==> config.mk <==
export PLATFORM = sky130hd
export DESIGN_NAME = multicycle_control
export DESIGN_NICKNAME = d
export VERILOG_FILES = /design/src/rtl/multicycle_control_pkg.sv /design/src/rtl/multicycle_control_output_decode.sv /design/src/rtl/multicycle_control.sv
export SDC_FILE = /design/constraint.sdc
export NUM_CORES = 1
export LEC_CHECK = 0
export CORE_ASPECT_RATIO = 0.9
export CORE_UTILIZATION = 35
export CTS_BUF_LIST = sky130_fd_sc_hd__clkbuf_4 sky130_fd_sc_hd__clkbuf_8
export DETAILED_ROUTE_END_ITERATION = 7
export GPL_TIMING_DRIVEN = 0
export PLACE_DENSITY = 0.77
export SLEW_MARGIN = 20
export SYNTH_ARGS = -nofsm -noshare
export SYNTH_HDL_FRONTEND = slang
export SYNTH_SLANG_ARGS = --single-unit
==> constraint.sdc <==
create_clock -name clk -period 1.5 [get_ports clk]
set_input_delay 0.45 -clock clk [delete_from_list [all_inputs] [get_ports clk]]
set_output_delay 0.45 -clock clk [all_outputs]
set_load 0.05 [all_outputs]
==> src/rtl/multicycle_control_pkg.sv <==
// Shared encodings for the multicycle MIPS control path: states, opcodes and control-word fields.
// Build with ILLEGAL_OPCODE_TRAP_EN defined to add the TRAP state for unknown opcodes.
package multicycle_control_pkg;

    typedef enum logic [3:0] {
        StFetch  = 4'd0,
        StDecode = 4'd1,
        StMemAdr = 4'd2,
        StMemRd  = 4'd3,
        StMemWb  = 4'd4,
        StMemWr  = 4'd5,
        StExec   = 4'd6,
        StAluWb  = 4'd7,
        StBranch = 4'd8,
        StAddiEx = 4'd9,
        StAddiWb = 4'd10,
        StJump   = 4'd11
`ifdef ILLEGAL_OPCODE_TRAP_EN
        ,
        StTrap   = 4'd12
`endif
    } state_e;

    localparam logic [5:0] OpRtype = 6'b000000;
    localparam logic [5:0] OpLw    = 6'b100011;
    localparam logic [5:0] OpSw    = 6'b101011;
    localparam logic [5:0] OpBeq   = 6'b000100;
    localparam logic [5:0] OpAddi  = 6'b001000;
    localparam logic [5:0] OpJ     = 6'b000010;

    localparam logic [1:0] AluOpAdd   = 2'b00;
    localparam logic [1:0] AluOpSub   = 2'b01;
    localparam logic [1:0] AluOpFunct = 2'b10;

    localparam logic [1:0] SrcBReg    = 2'b00;
    localparam logic [1:0] SrcBFour   = 2'b01;
    localparam logic [1:0] SrcBImm    = 2'b10;
    localparam logic [1:0] SrcBImmSh2 = 2'b11;

    localparam logic [1:0] PcSrcAlu    = 2'b00;
    localparam logic [1:0] PcSrcAluOut = 2'b01;
    localparam logic [1:0] PcSrcJump   = 2'b10;

    typedef struct packed {
        logic       pc_write;
        logic       branch;
        logic       ir_write;
        logic       mem_write;
        logic       iord;
        logic       reg_write;
        logic       reg_dst;
        logic       mem_to_reg;
        logic       alu_src_a;
        logic [1:0] alu_src_b;
        logic [1:0] pc_src;
        logic [1:0] alu_op;
        logic       illegal;
    } ctrl_t;

endpackage

==> src/rtl/multicycle_control_output_decode.sv <==
// mc_output_decode: purely combinational state -> control-word decoder (Moore outputs,
// except that FETCH qualifies its writes with mem_ready).
module mc_output_decode
    import multicycle_control_pkg::*;
(
    input  state_e state_i,
    input  logic   mem_ready_i,
    output ctrl_t  ctrl_o
);

    always_comb begin
        ctrl_o = '0;
        unique case (state_i)
            StFetch: begin
                ctrl_o.alu_src_b = SrcBFour;
                ctrl_o.ir_write  = mem_ready_i;
                ctrl_o.pc_write  = mem_ready_i;
            end
            StDecode: ctrl_o.alu_src_b = SrcBImmSh2;
            StMemAdr: begin
                ctrl_o.alu_src_a = 1'b1;
                ctrl_o.alu_src_b = SrcBImm;
            end
            StMemRd: ctrl_o.iord = 1'b1;
            StMemWb: begin
                ctrl_o.mem_to_reg = 1'b1;
                ctrl_o.reg_write  = 1'b1;
            end
            // Held through stalls; memory qualifies the strobe with mem_ready.
            StMemWr: begin
                ctrl_o.iord      = 1'b1;
                ctrl_o.mem_write = 1'b1;
            end
            StExec: begin
                ctrl_o.alu_src_a = 1'b1;
                ctrl_o.alu_op    = AluOpFunct;
            end
            StAluWb: begin
                ctrl_o.reg_dst   = 1'b1;
                ctrl_o.reg_write = 1'b1;
            end
            StBranch: begin
                ctrl_o.alu_src_a = 1'b1;
                ctrl_o.alu_op    = AluOpSub;
                ctrl_o.pc_src    = PcSrcAluOut;
                ctrl_o.branch    = 1'b1;
            end
            StAddiEx: begin
                ctrl_o.alu_src_a = 1'b1;
                ctrl_o.alu_src_b = SrcBImm;
            end
            StAddiWb: ctrl_o.reg_write = 1'b1;
            StJump: begin
                ctrl_o.pc_src   = PcSrcJump;
                ctrl_o.pc_write = 1'b1;
            end
`ifdef ILLEGAL_OPCODE_TRAP_EN
            StTrap: ctrl_o.illegal = 1'b1;
`endif
            default: ctrl_o = '0;
        endcase
    end

endmodule

==> src/rtl/multicycle_control.sv <==
// Main control FSM for the multicycle MIPS datapath: state register and next-state logic.
// Optional ILLEGAL_OPCODE_TRAP_EN sends unknown opcodes to a sticky TRAP state.
module multicycle_control
    import multicycle_control_pkg::*;
#(
    parameter int unsigned STATE_W = 4
) (
    input  logic               clk,
    input  logic               rst_n,
    input  logic [5:0]         opcode,
    input  logic               zero,
    input  logic               mem_ready,
    output logic               pc_en,
    output logic               ir_write,
    output logic               mem_write,
    output logic               iord,
    output logic               reg_write,
    output logic               reg_dst,
    output logic               mem_to_reg,
    output logic               alu_src_a,
    output logic [1:0]         alu_src_b,
    output logic [1:0]         pc_src,
    output logic [1:0]         alu_op,
    output logic               illegal,
    output logic [STATE_W-1:0] state_o
);

    state_e state_q, state_d;
    ctrl_t  ctrl;

    always_ff @(posedge clk or negedge rst_n) begin
        if (!rst_n) begin
            state_q <= StFetch;
        end else begin
            state_q <= state_d;
        end
    end

    always_comb begin
        state_d = state_q;
        unique case (state_q)
            StFetch:  if (mem_ready) state_d = StDecode;
            StDecode: begin
                unique case (opcode)
                    OpLw, OpSw: state_d = StMemAdr;
                    OpRtype:    state_d = StExec;
                    OpBeq:      state_d = StBranch;
                    OpAddi:     state_d = StAddiEx;
                    OpJ:        state_d = StJump;
`ifdef ILLEGAL_OPCODE_TRAP_EN
                    default:    state_d = StTrap;
`else
                    default:    state_d = StFetch;
`endif
                endcase
            end
            StMemAdr: state_d = (opcode == OpSw) ? StMemWr : StMemRd;
            StMemRd:  if (mem_ready) state_d = StMemWb;
            StMemWr:  if (mem_ready) state_d = StFetch;
            StExec:   state_d = StAluWb;
            StAddiEx: state_d = StAddiWb;
            StMemWb, StAluWb, StBranch, StAddiWb, StJump: state_d = StFetch;
`ifdef ILLEGAL_OPCODE_TRAP_EN
            StTrap:   state_d = StTrap;
`endif
            default:  state_d = StFetch;
        endcase
    end

    mc_output_decode u_output_decode (
        .state_i     (state_q),
        .mem_ready_i (mem_ready),
        .ctrl_o      (ctrl)
    );

    // Write strobes are gated by rst_n so nothing commits while reset is held.
    assign pc_en      = rst_n & (ctrl.pc_write | (ctrl.branch & zero));
    assign ir_write   = rst_n & ctrl.ir_write;
    assign mem_write  = rst_n & ctrl.mem_write;
    assign reg_write  = rst_n & ctrl.reg_write;
    assign iord       = ctrl.iord;
    assign reg_dst    = ctrl.reg_dst;
    assign mem_to_reg = ctrl.mem_to_reg;
    assign alu_src_a  = ctrl.alu_src_a;
    assign alu_src_b  = ctrl.alu_src_b;
    assign pc_src     = ctrl.pc_src;
    assign alu_op     = ctrl.alu_op;
    assign illegal    = ctrl.illegal;
    assign state_o    = STATE_W'(state_q);

endmodule

==> metrics.csv, run 1 <==
metric,value,unit
io-pin-count,29,
ys_seq_elements,4,
error_line,"[ERROR DPL-0038] Utilization greater than 100%, impossible to legalize",
syn-cell-area,525.5,um^2
max_buffers_root_to_sink,2,
htreeDepth,1,
worst_slack_endpoint_at_the_end_of_global_route_timing_repair,pc_en,
outcome,aborted with a tool error,
initial_utilization,40.23,%
cts_inserted_buffers,3,
port_buffers,26,
ys_warn_count,0,
synth_nets,83,
gpl_congestion,0.8414,
endpoint_type,primary output,
fp-row-count,12,
fp.dieW,42.85,um
synth_cell_type_count,32,
die-height,38.76,um
place.detailed.hpwl,1328,um
post_synth.cell_area_avg,7.199,um^2
syn_inst,73,
stop_stage,global routing (5_1_grt),
cts_hold_buf,0,
clock-root-buffer,clkbuf_4,
clock_sinks,4,
seq_area_frac_synth,19.05,%
grt_max_degree,11,
cells in the mapped netlist:
cell       n  area share, %
o22ai_1    1            1.2
xnor2_1    2            3.3
nor2_1     7            5.0
clkbuf_1   5            3.6
nor4_1     1            1.2
o21ai_1    1           0.95
nor3_1     9            8.6
or4b_4     1            2.6
o21ai_0    4            3.8
a21oi_1    4            3.8
o22ai_2    1            2.4
a2bb2oi_1  1            1.7
buf_4      1            1.4
o21bai_1   1            1.4
a41oi_1    1            1.7
nor3b_1    2            2.9
o32a_1     1            1.9
nor3_2     1            1.9
nand3_1    3            2.9
mux2i_1    4            7.6
buf_6      1            2.1
a31oi_1    1            1.2
nand2_1    2            1.4
or2_2      1            1.2
nand2b_1   7            8.3
and3_1     1            1.2
nand4_1    1            1.2
conb_1     1           0.71
inv_1      1           0.71
dfrtp_1    4             19
o211ai_1   1            1.4
xor2_1     1            1.7
logic make-up after synthesis:
group,count (synthesis),synth area share [%]
compound gates,17,21.43
xor+xnor,3,5.001
buf+inv,8,7.857
flops,4,19.05
mux,4,7.619
other cells,1,0.7136
simple gates,36,38.33
through the flow:
step | std cells | setup WS (ns) | TNS (ns) | utilization (%) | instance area (um^2)
2_1_floorplan | 73 | -0.6108 | -5.281 | - | 740.7
3_3_place_gp | 113 | -1.220 | -12.49 | 77.97 | 1018
3_5_place_dp | 113 | -1.243 | -12.81 | 77.97 | 1018
4_1_cts | 127 | -0.4846 | -5.818 | 95.40 | 1246
timing repair:
action,4_1_cts
setup endpoints to repair,22
cloned,1
gates resized for setup,130
setup buffers,10
pin swaps,4
==> run 2: changes to the inputs <==
CORE_AREA = 2 2 63 65   (was not set)
CORE_ASPECT_RATIO = not set   (was 0.9)
CORE_UTILIZATION = not set   (was 35)
CTS_BUF_LIST = not set   (was sky130_fd_sc_hd__clkbuf_4 sky130_fd_sc_hd__clkbuf_8)
DIE_AREA = 0 0 65 67   (was not set)
PLACE_DENSITY = not set   (was 0.77)
PLACE_DENSITY_LB_ADDON = 0.15   (was not set)
clock period = 1.95 ns   (was 1.5 ns; I/O delays follow)
==> metrics.csv, run 2 <==
metric,value,unit,change
max_freq,473.5,MHz,
syn_inst,73,,unchanged
drive_above_1_share,65.85,%,
die-height,67,um,+73%
path_max_fanout,5,,
fp-row-count,22,,+10
netlist_top_cells_area,"dfrtp_1 19%, nor3_1 8.6%, nand2b_1 8.3%, mux2i_1 7.6%, nor2_1 5.0%",,
synth-main-ff-cell,dfrtp_1,,
peakVddDrop,0.5295,mV,
slowest_delay,0.40,ns,
grt_max_degree,11,,
post_synth.cell_area_avg,7.199,um^2,unchanged
clock_share_of_power,9.3,%,
finalSetupViolCount,7,,
worstPathRequired,1.36,ns,
yosys.area.top_type_share,19.05,%,unchanged
fin_ws,-0.1620,ns,
critPathLaunchType,flop,,
fp.coreArea,0.003606,mm^2,
net-switching-power,0.8410,mW,
dominant_combinational_cell_family_by_area_after_synthesis,simple AND/OR/NAND/NOR gates,,
seq_area_frac_synth,19.05,%,unchanged
dp_worst_setup_slack,-1.059,ns,+0.1849 ns
design.die.area,0.004355,mm^2,
io-pin-count,29,,unchanged
power_per_cell_area,1294,mW/mm^2,
drtIter0Drc,7,,
outcome,finished with violations,,
synthTopCellsByCount,"9 x nor3_1, 7 x nand2b_1, 7 x nor2_1, 5 x clkbuf_1",,
antenna_found_initial,0,,
drcViolationCount,0,,
timing.critical_path.mode_cell,nor3_4,,
clock-root-buffer,clkbuf_8,,
place.detailed.hpwl,1459,um,+9.8%
max_buffers_root_to_sink,2,,unchanged
synthMuxAreaShare,7.619,%,unchanged
global_route_wire_length_before_repair,3443,um,
worst_case_hold_slack,0.1917,ns,
hold_path_class,in -> async,,
layout_commonest_cell,buf_4,,
drt_first_pass_iters,2,,
crit_path_top_delay_cell,dfrtp_2,,
drtAntennaViolNets,0,,
violations,negative setup slack,,
routed_wirelength,2127,um,
synth_cell_type_count,32,,unchanged
clock_skew,0.002464,ns,
htreeDepth,1,,unchanged
number_of_buffer_and_inverter_instances_along_the_worst_setup_path,3,,
fp.dieW,65,um,+52%
via_count,722,,
timing.final.crit_period,2.112,ns,
layout_common_cells,"22 x buf_4, 11 x buf_6, 7 x nor3_4",,
grt_setup_unrepaired,yes,,
cts.clk_slew.worst_paths,0.03,ns,
gpl_congestion,0.7385,,-12%
grt_overflow_total,0,,
cts_inserted_buffers,3,,unchanged
post_synth_fa_ha_maj_area_fraction,0,%,unchanged
cp_data_arrival_time,1.53,ns,
final_util,38.79,%,
ys_warn_count,0,,unchanged
register_share_of_total_power,8.8,%,
tritoncts_clock_tree,done,,
synth_compound_area_share,21.43,%,unchanged
async_flop_share,100.0,%,unchanged
comb_power_share,81.9,%,
p_leak,0.5414,nW,
globalRouteTotalUtil,10.20,%,
final_count_of_pins_violating_max_slew,0,,
port_buffers,26,,unchanged
final_critical_path_share_of_the_clock_period,108.3,%,
max_cap_violations,0,,
clock_sinks,4,,unchanged
synth_enable_flop_cells,0,,unchanged
num_antenna_cells,0,,
power.switching_fraction,46.45,%,
cellInternalPower,0.9696,mW,
synthSimpleGateAreaFrac,38.33,%,unchanged
clock_latency_reported_for_the_late_side_of_the_worst_skew_pair,0.21,ns,
wl_per_cell,12.44,um,
syn_to_final_growth,166.2,%,
yosysMostFrequentCell,nor3_1,,
layout.nets,135,,
max_ffs_per_register,4,,
hold_viol,0,,
endpoint_kind,output pin,,
synth_nets,83,,unchanged
avgViaCountPerCell,4.222,,
critical_path_class,reg -> out,,
synth_area_leader_cell,dfrtp_1,,
first_global_vias,717,,
cp_cell_sequence,buf_8 -> clkbuf_16 -> nor3_4 -> a31oi_2 -> nor3_4 -> buf_6,,
ys_seq_elements,4,,unchanged
yosys.area_share.xor_xnor,5.000,%,unchanged
r2r_setup_slack,-0.02,ns,
initial_utilization,14.57,%,-26 points
syn-cell-area,525.5,um^2,unchanged
critPathTopFamily,buffers and inverters,,
run 2: cell counts after synthesis:
No cell type changed its count.
run 2: path summary, 6_finish.rpt:
path	start	to	cells past startpoint
setup reg to reg	state_o[1]$_DFFE_PN0P_	state_o[3]$_DFFE_PN0P_	8
hold / removal	rst_n	state_o[0]$_DFFE_PN0P_	1
max in group asynchronous	rst_n	state_o[3]$_DFFE_PN0P_	1
hold reg to reg	state_o[3]$_DFFE_PN0P_	state_o[0]$_DFFE_PN0P_	4
min in group clk	state_o[3]$_DFFE_PN0P_	state_o[0]$_DFFE_PN0P_	4
setup / recovery	state_o[1]$_DFFE_PN0P_	pc_en	6
run 2: per-stage QoR:
step | instance area [um^2] | total power [mW] | cells | TNS, ns
finish | 1399 | 1.811 | 171 | -0.6933
global route | 1399 | 1.911 | 171 | -1.196
CTS | 1260 | 1.678 | 164 | -0.5127
detailed placement | 1045 | 1.237 | 147 | -7.846
global placement | 1045 | 1.237 | 147 | -7.784
floorplan | 724.4 | 0.9709 | 73 | -0.9850
run 2: cell type report:
cell class,count,area [um^2]
Clock buffer,3,41.29
Fill cell,385,2207
Buffer,7,121.4
Inverter,1,3.754
Tap cell,48,60.06
Sequential cell,4,105.1
Timing Repair Buffer,47,459.2
Multi-Input combinational cell,61,608.1
run 2: power groups by stage:
stage | clock (mW) | sequential, mW | combinational (mW)
floorplan | 0 | 0.225 | 0.746
global placement | 0 | 0.157 | 1.08
detailed placement | 0 | 0.157 | 1.08
CTS | 0.176 | 0.154 | 1.35
global route | 0.184 | 0.166 | 1.56
finish | 0.168 | 0.159 | 1.48
run 2: cell families (layout without fill, tap and decap cells):
logic type | count (synthesis) | in the layout
AO/OA/AOI/OAI | 17 | 17
XOR/XNOR | 3 | 3
buffers and inverters | 8 | 58
flip-flops | 4 | 4
multiplexers | 4 | 4
other | 1 | 1
AND/OR/NAND/NOR | 36 | 36
run 2: per-layer routing:
| metal | global-route usage (%) | routed length, um |
|---|---|---|
| met1 | 12.35 | 940 |
| met5 | 0 | 0 |
| met4 | 0.7979 | 0 |
| met3 | 2.534 | 114 |
| met2 | 18.81 | 1072 |
run 2: worst reg2reg max path: stages, from the launching register on:
cell,delay (ns)
dfrtp_2,0.40
buf_4,0.14
buf_6,0.11
buf_16,0.12
buf_6,0.12
or4b_4,0.50
nor3_4,0.24
o211ai_1,0.13
o22ai_2,0.12
run 2: timing repair:
| item | 4_1_cts | 5_1_grt |
|---|---|---|
| hold buffers | 0 | 0 |
| resized for setup | 110 | 27 |
| cloned | 2 | 0 |
| pin swaps | 5 | 11 |
| endpoints found under the setup margin | 18 | 14 |
| setup buffers | 12 | 7 |
No activity file was read; power rests on OpenSTA's default activity.
==> run 3: changes to the inputs <==
GPL_TIMING_DRIVEN = not set   (was 0)
==> metrics.csv, run 3 (synthesis results as in run 2) <==
metric,value,unit,change
drcViolationCount,0,,unchanged
globalRouteTotalUtil,9.957,%,-0.24 points
drtAntennaViolNets,0,,unchanged
design.die.area,0.004355,mm^2,unchanged
fp-row-count,22,,unchanged
grt_max_degree,17,,+6
routed_wirelength,2144,um,+0.80%
initial_utilization,14.57,%,unchanged
drive_above_1_share,64.29,%,-1.6 points
final_critical_path_share_of_the_clock_period,105.7,%,-2.7 points
grt_overflow_total,0,,unchanged
timing.final.crit_period,2.060,ns,-0.05170 ns
path_max_fanout,6,,+1
fp.coreArea,0.003606,mm^2,unchanged
final_count_of_pins_violating_max_slew,0,,unchanged
place.detailed.hpwl,1586,um,+8.7%
antenna_found_initial,0,,unchanged
num_antenna_cells,0,,unchanged
max_freq,485.4,MHz,+2.5%
clock-root-buffer,clkbuf_8,,
avgViaCountPerCell,4.293,,+1.7%
fin_ws,-0.1103,ns,+0.05170 ns
tritoncts_clock_tree,done,,
final.setup.tns,-0.4035,ns,+0.2898 ns
io-pin-count,29,,unchanged
cts_inserted_buffers,3,,unchanged
hold_viol,0,,unchanged
cp_data_arrival_time,1.48,ns,-0.05 ns
wl_per_cell,12.32,um,-0.94%
syn_to_final_growth,185.5,%,
fp.dieW,65,um,unchanged
grt_setup_unrepaired,yes,,
clock_latency_reported_for_the_late_side_of_the_worst_skew_pair,0.21,ns,about the same
layout_commonest_cell,buf_4,,
hold_path_class,in -> async,,
cts.clk_slew.worst_paths,0.03,ns,about the same
drtIter0Drc,10,,+3
via_count,747,,+3.5%
clock_sinks,4,,unchanged
die-height,67,um,unchanged
cts_hold_buf,0,,unchanged
endpoint_kind,output pin,,
critPathLaunchType,flop,,
finish.cell_count_without_fillers,174,,+1.8%
critical_path_class,reg -> out,,
clock_skew,0.001365,ns,-0.001099 ns
layout_common_cells,"22 x buf_4, 19 x buf_12, 7 x nor3_4",,
max_buffers_root_to_sink,2,,unchanged
drt_first_pass_iters,3,,+1
global_route_wire_length_before_repair,3325,um,-3.4%
first_global_vias,710,,-0.98%
htreeDepth,1,,unchanged
placedCellCount,154,,+4.8%
power_per_cell_area,1212,mW/mm^2,-6.4%
dp_worst_setup_slack,-0.3305,ns,+0.7280 ns
gpl_congestion,0.7951,,+7.7%
max_cap_violations,0,,unchanged
max_ffs_per_register,4,,unchanged
layout.nets,138,,+2.2%
p_leak,0.5653,nW,+4.4%
port_buffers,27,,+3.8%
violations,negative setup slack,,
outcome,finished with violations,,
peakVddDrop,0.7131,mV,+35%
worstPathRequired,1.36,ns,about the same
finalSetupViolCount,6,,-1
power.total,1.818,mW,+0.41%
run 3: changes by cell type in the layout (fill, tap and decap cells not counted), sizes merged:
cell / change
clkdlybuf4s15: +1
clkbuf: -5
dlygate4sd2: -4
clkdlybuf4s50: +1
buf: +10
run 3: final timing paths:
check	to	cells past startpoint	slack, ns	startpoint
hold / removal	state_o[2]$_DFFE_PN0P_	2	0.43	rst_n
setup reg to reg	state_o[3]$_DFFE_PN0P_	7	0.07	state_o[3]$_DFFE_PN0P_
max in group asynchronous	state_o[1]$_DFFE_PN0P_	2	1.41	rst_n
setup / recovery	alu_src_b[1]	5	-0.11	state_o[3]$_DFFE_PN0P_
min in group clk	state_o[2]$_DFFE_PN0P_	3	0.79	state_o[0]$_DFFE_PN0P_
hold reg to reg	state_o[2]$_DFFE_PN0P_	3	0.79	state_o[0]$_DFFE_PN0P_
run 3: metrics by stage:
| step | util [%] | hold slack, ns | area, um^2 |
|---|---|---|---|
| after floorplan | - | 0.2894 | 724.4 |
| after global placement | 35.01 | 0.6631 | 1262 |
| after detailed placement | 35.01 | 0.6698 | 1262 |
| after CTS | 38.27 | 0.4373 | 1380 |
| after global routing | 41.60 | 0.4443 | 1500 |
| final | 41.60 | 0.4336 | 1500 |
run 3: layout make-up:
type	count	area, um^2
clock buffers	3	41.29
fillers	373	2106
inverters	1	3.754
flip-flops and latches	4	105.1
well taps	48	60.06
repair buffers	57	706.9
multi-input cells	61	583.1
run 3: worst max-delay path, stage by stage (launching register included):
cell and delay [ns]:
dfrtp_2 0.41, buf_4 0.14, buf_6 0.13, or2_4 0.28
a21oi_4 0.16, buf_12 0.15
run 3: what timing repair did:
item                                    CTS  global route
gates resized for setup                  11            11
endpoints found under the setup margin   11            12
pin swaps                                 5             8
endpoints found under the hold margin     0             0
buffers inserted                          8             9
run 3: routing by layer:
metal | track usage [%] | vias up | wire [um]
li1 | - | 375 | -
met1 | 13.49 | 351 | 960
met2 | 15.85 | 19 | 1084
met3 | 1.351 | 2 | 80
met4 | 3.989 | 0 | 19
met5 | 0 | - | 0
run 3: power by group:
part           internal [mW]  total [mW]  switching (mW)
registers              0.112       0.143          0.0319
clock network          0.131       0.168          0.0366
logic                  0.743        1.51           0.764
==> run 4: changes to the inputs <==
clock period = 1.85 ns   (was 1.95 ns; I/O delays follow)
==> metrics.csv, run 4 (synthesis results as in run 2) <==
metric,value,unit,change
place.detailed.hpwl,1604,um,+1.1%
violations,negative setup slack,,
finish.cell_count_without_fillers,183,,+5.2%
design.die.area,0.004355,mm^2,unchanged
antenna_found_initial,0,,unchanged
cts.clk_slew.worst_paths,0.03,ns,about the same
groute.layer.met3.usage,1.351,%,unchanged
timing.final.crit_period,1.947,ns,
worstPathRequired,1.29,ns,-0.07 ns
drtIter0Drc,33,,+23
global_route_met2_utilization,19.07,%,+3.2 points
die-height,67,um,unchanged
first_global_vias,792,,+12%
final_count_of_pins_violating_max_slew,0,,unchanged
drive_above_1_share,72.59,%,+8.3 points
wl_per_cell,12.44,um,+0.94%
port_buffers,27,,unchanged
layout_common_cells,"23 x buf_4, 21 x buf_12, 12 x buf_6",,
max_cap_violations,0,,unchanged
globalRouteTotalUtil,10.52,%,+0.57 points
drcViolationCount,0,,unchanged
busiest_layer,met2,,
r2r_setup_slack,-0.02,ns,-0.09 ns
hold_viol,0,,unchanged
hold_path_class,in -> async,,
critical_path_class,reg -> out,,
path_max_fanout,6,,unchanged
grt_overflow_total,0,,unchanged
io-pin-count,29,,unchanged
fin_ws,-0.09695,ns,+0.01335 ns
nFillCells,338,,-9.4%
fp-row-count,22,,unchanged
clock_sinks,4,,unchanged
drtAntennaViolNets,0,,unchanged
htreeDepth,1,,unchanged
tritoncts_clock_tree,done,,
max_ffs_per_register,4,,unchanged
peakVddDrop,0.5212,mV,-27%
grt_setup_unrepaired,yes,,
grt_max_degree,9,,-8
initial_utilization,14.57,%,unchanged
fp.coreArea,0.003606,mm^2,unchanged
clock_latency_reported_for_the_late_side_of_the_worst_skew_pair,0.22,ns,about the same
critPathLaunchType,flop,,
fp.dieW,65,um,unchanged
routed_wirelength,2276,um,+6.2%
max_freq,513.6,MHz,
met1_track_usage_gr,12.16,%,-1.3 points
clock_skew,0.001741,ns,+0.0003760 ns
gpl_congestion,0.7456,,-6.2%
p_leak,0.6487,nW,+15%
cp_data_arrival_time,1.39,ns,-0.09 ns
num_antenna_cells,0,,unchanged
avgViaCountPerCell,4.317,,+0.56%
outcome,finished with violations,,
global_route_wire_length_before_repair,3588,um,+7.9%
placedCellCount,163,,+5.8%
cts_inserted_buffers,3,,unchanged
power_per_cell_area,1270,mW/mm^2,+4.8%
layout.nets,147,,+6.5%
power.total,2.122,mW,+17%
drt_first_pass_iters,4,,+1
syn_to_final_growth,217.9,%,
final_critical_path_share_of_the_clock_period,105.2,%,
dp_worst_setup_slack,-0.3594,ns,-0.02889 ns
max_buffers_root_to_sink,2,,unchanged
finalSetupViolCount,10,,+4
via_count,790,,+5.8%
endpoint_kind,output pin,,
layout_commonest_cell,buf_4,,
clock-root-buffer,clkbuf_8,,
## run 4: cell types whose count changed in the layout (fill, tap and decap cells not counted), sizes merged
cell,previous run,this run
clkdlybuf4s15,2,1
buf,48,58
## run 4: final timing paths
| path | startpoint | to | depth (start not counted) |
|---|---|---|---|
| max | state_o[3]$_DFFE_PN0P_ | alu_src_b[1] | 4 |
| min | rst_n | state_o[3]$_DFFE_PN0P_ | 2 |
| max reg2reg | state_o[1]$_DFFE_PN0P_ | state_o[3]$_DFFE_PN0P_ | 7 |
| min reg2reg | state_o[3]$_DFFE_PN0P_ | state_o[0]$_DFFE_PN0P_ | 2 |
| max in group asynchronous | rst_n | state_o[1]$_DFFE_PN0P_ | 2 |
| min in group clk | state_o[3]$_DFFE_PN0P_ | state_o[0]$_DFFE_PN0P_ | 2 |
## run 4: critical path, cell delays in order, from the launching register on
cell	delay, ns
dfrtp_2	0.44
buf_6	0.15
or2_4	0.28
a21oi_4	0.15
buf_12	0.15
## run 4: cell type report
class                           instances  area [um^2]  share of cell area (%)
Sequential cell                         4        105.1                   6.292
Clock buffer                            3        41.29                   2.472
Inverter                                1        3.754                  0.2247
Multi-Input combinational cell         61        633.1                   37.90
Tap cell                               48        60.06                   3.596
Timing Repair Buffer                   66        827.0                   49.51
## run 4: stage by stage
stage                     cell area (um^2)  hold slack, ns  utilization (%)  TNS [ns]
after detailed placement              1341          0.7597            37.20    -1.146
after global placement                1341          0.7576            37.20    -1.122
final                                 1670          0.4024            46.32   -0.5079
after CTS                             1536          0.3982            42.61   -0.5993
after global routing                  1670          0.4047            46.32    -1.133
after floorplan                      723.2          0.2594                -    -1.675
## run 4: metal layers
layer | share of wire [%] | wire length (um) | vias up
li1 | - | - | 388
met1 | 39 | 898 | 373
met2 | 54 | 1235 | 26
met3 | 5.1 | 117 | 3
met4 | 1.1 | 25 | 0
met5 | 0 | 0 | -
## run 4: power breakdown
group	internal, mW	switching [mW]	total, mW
registers	0.117	0.0372	0.155
clock network	0.139	0.0466	0.185
logic	0.923	0.860	1.78
## run 4: repair_timing
action | 4_1_cts | 5_1_grt
pin swaps | 7 | 10
gates resized for setup | 28 | 16
endpoints found under the hold margin | 0 | 0
hold buffers | 0 | 0
buffers inserted | 11 | 6
setup endpoints to repair | 13 | 15
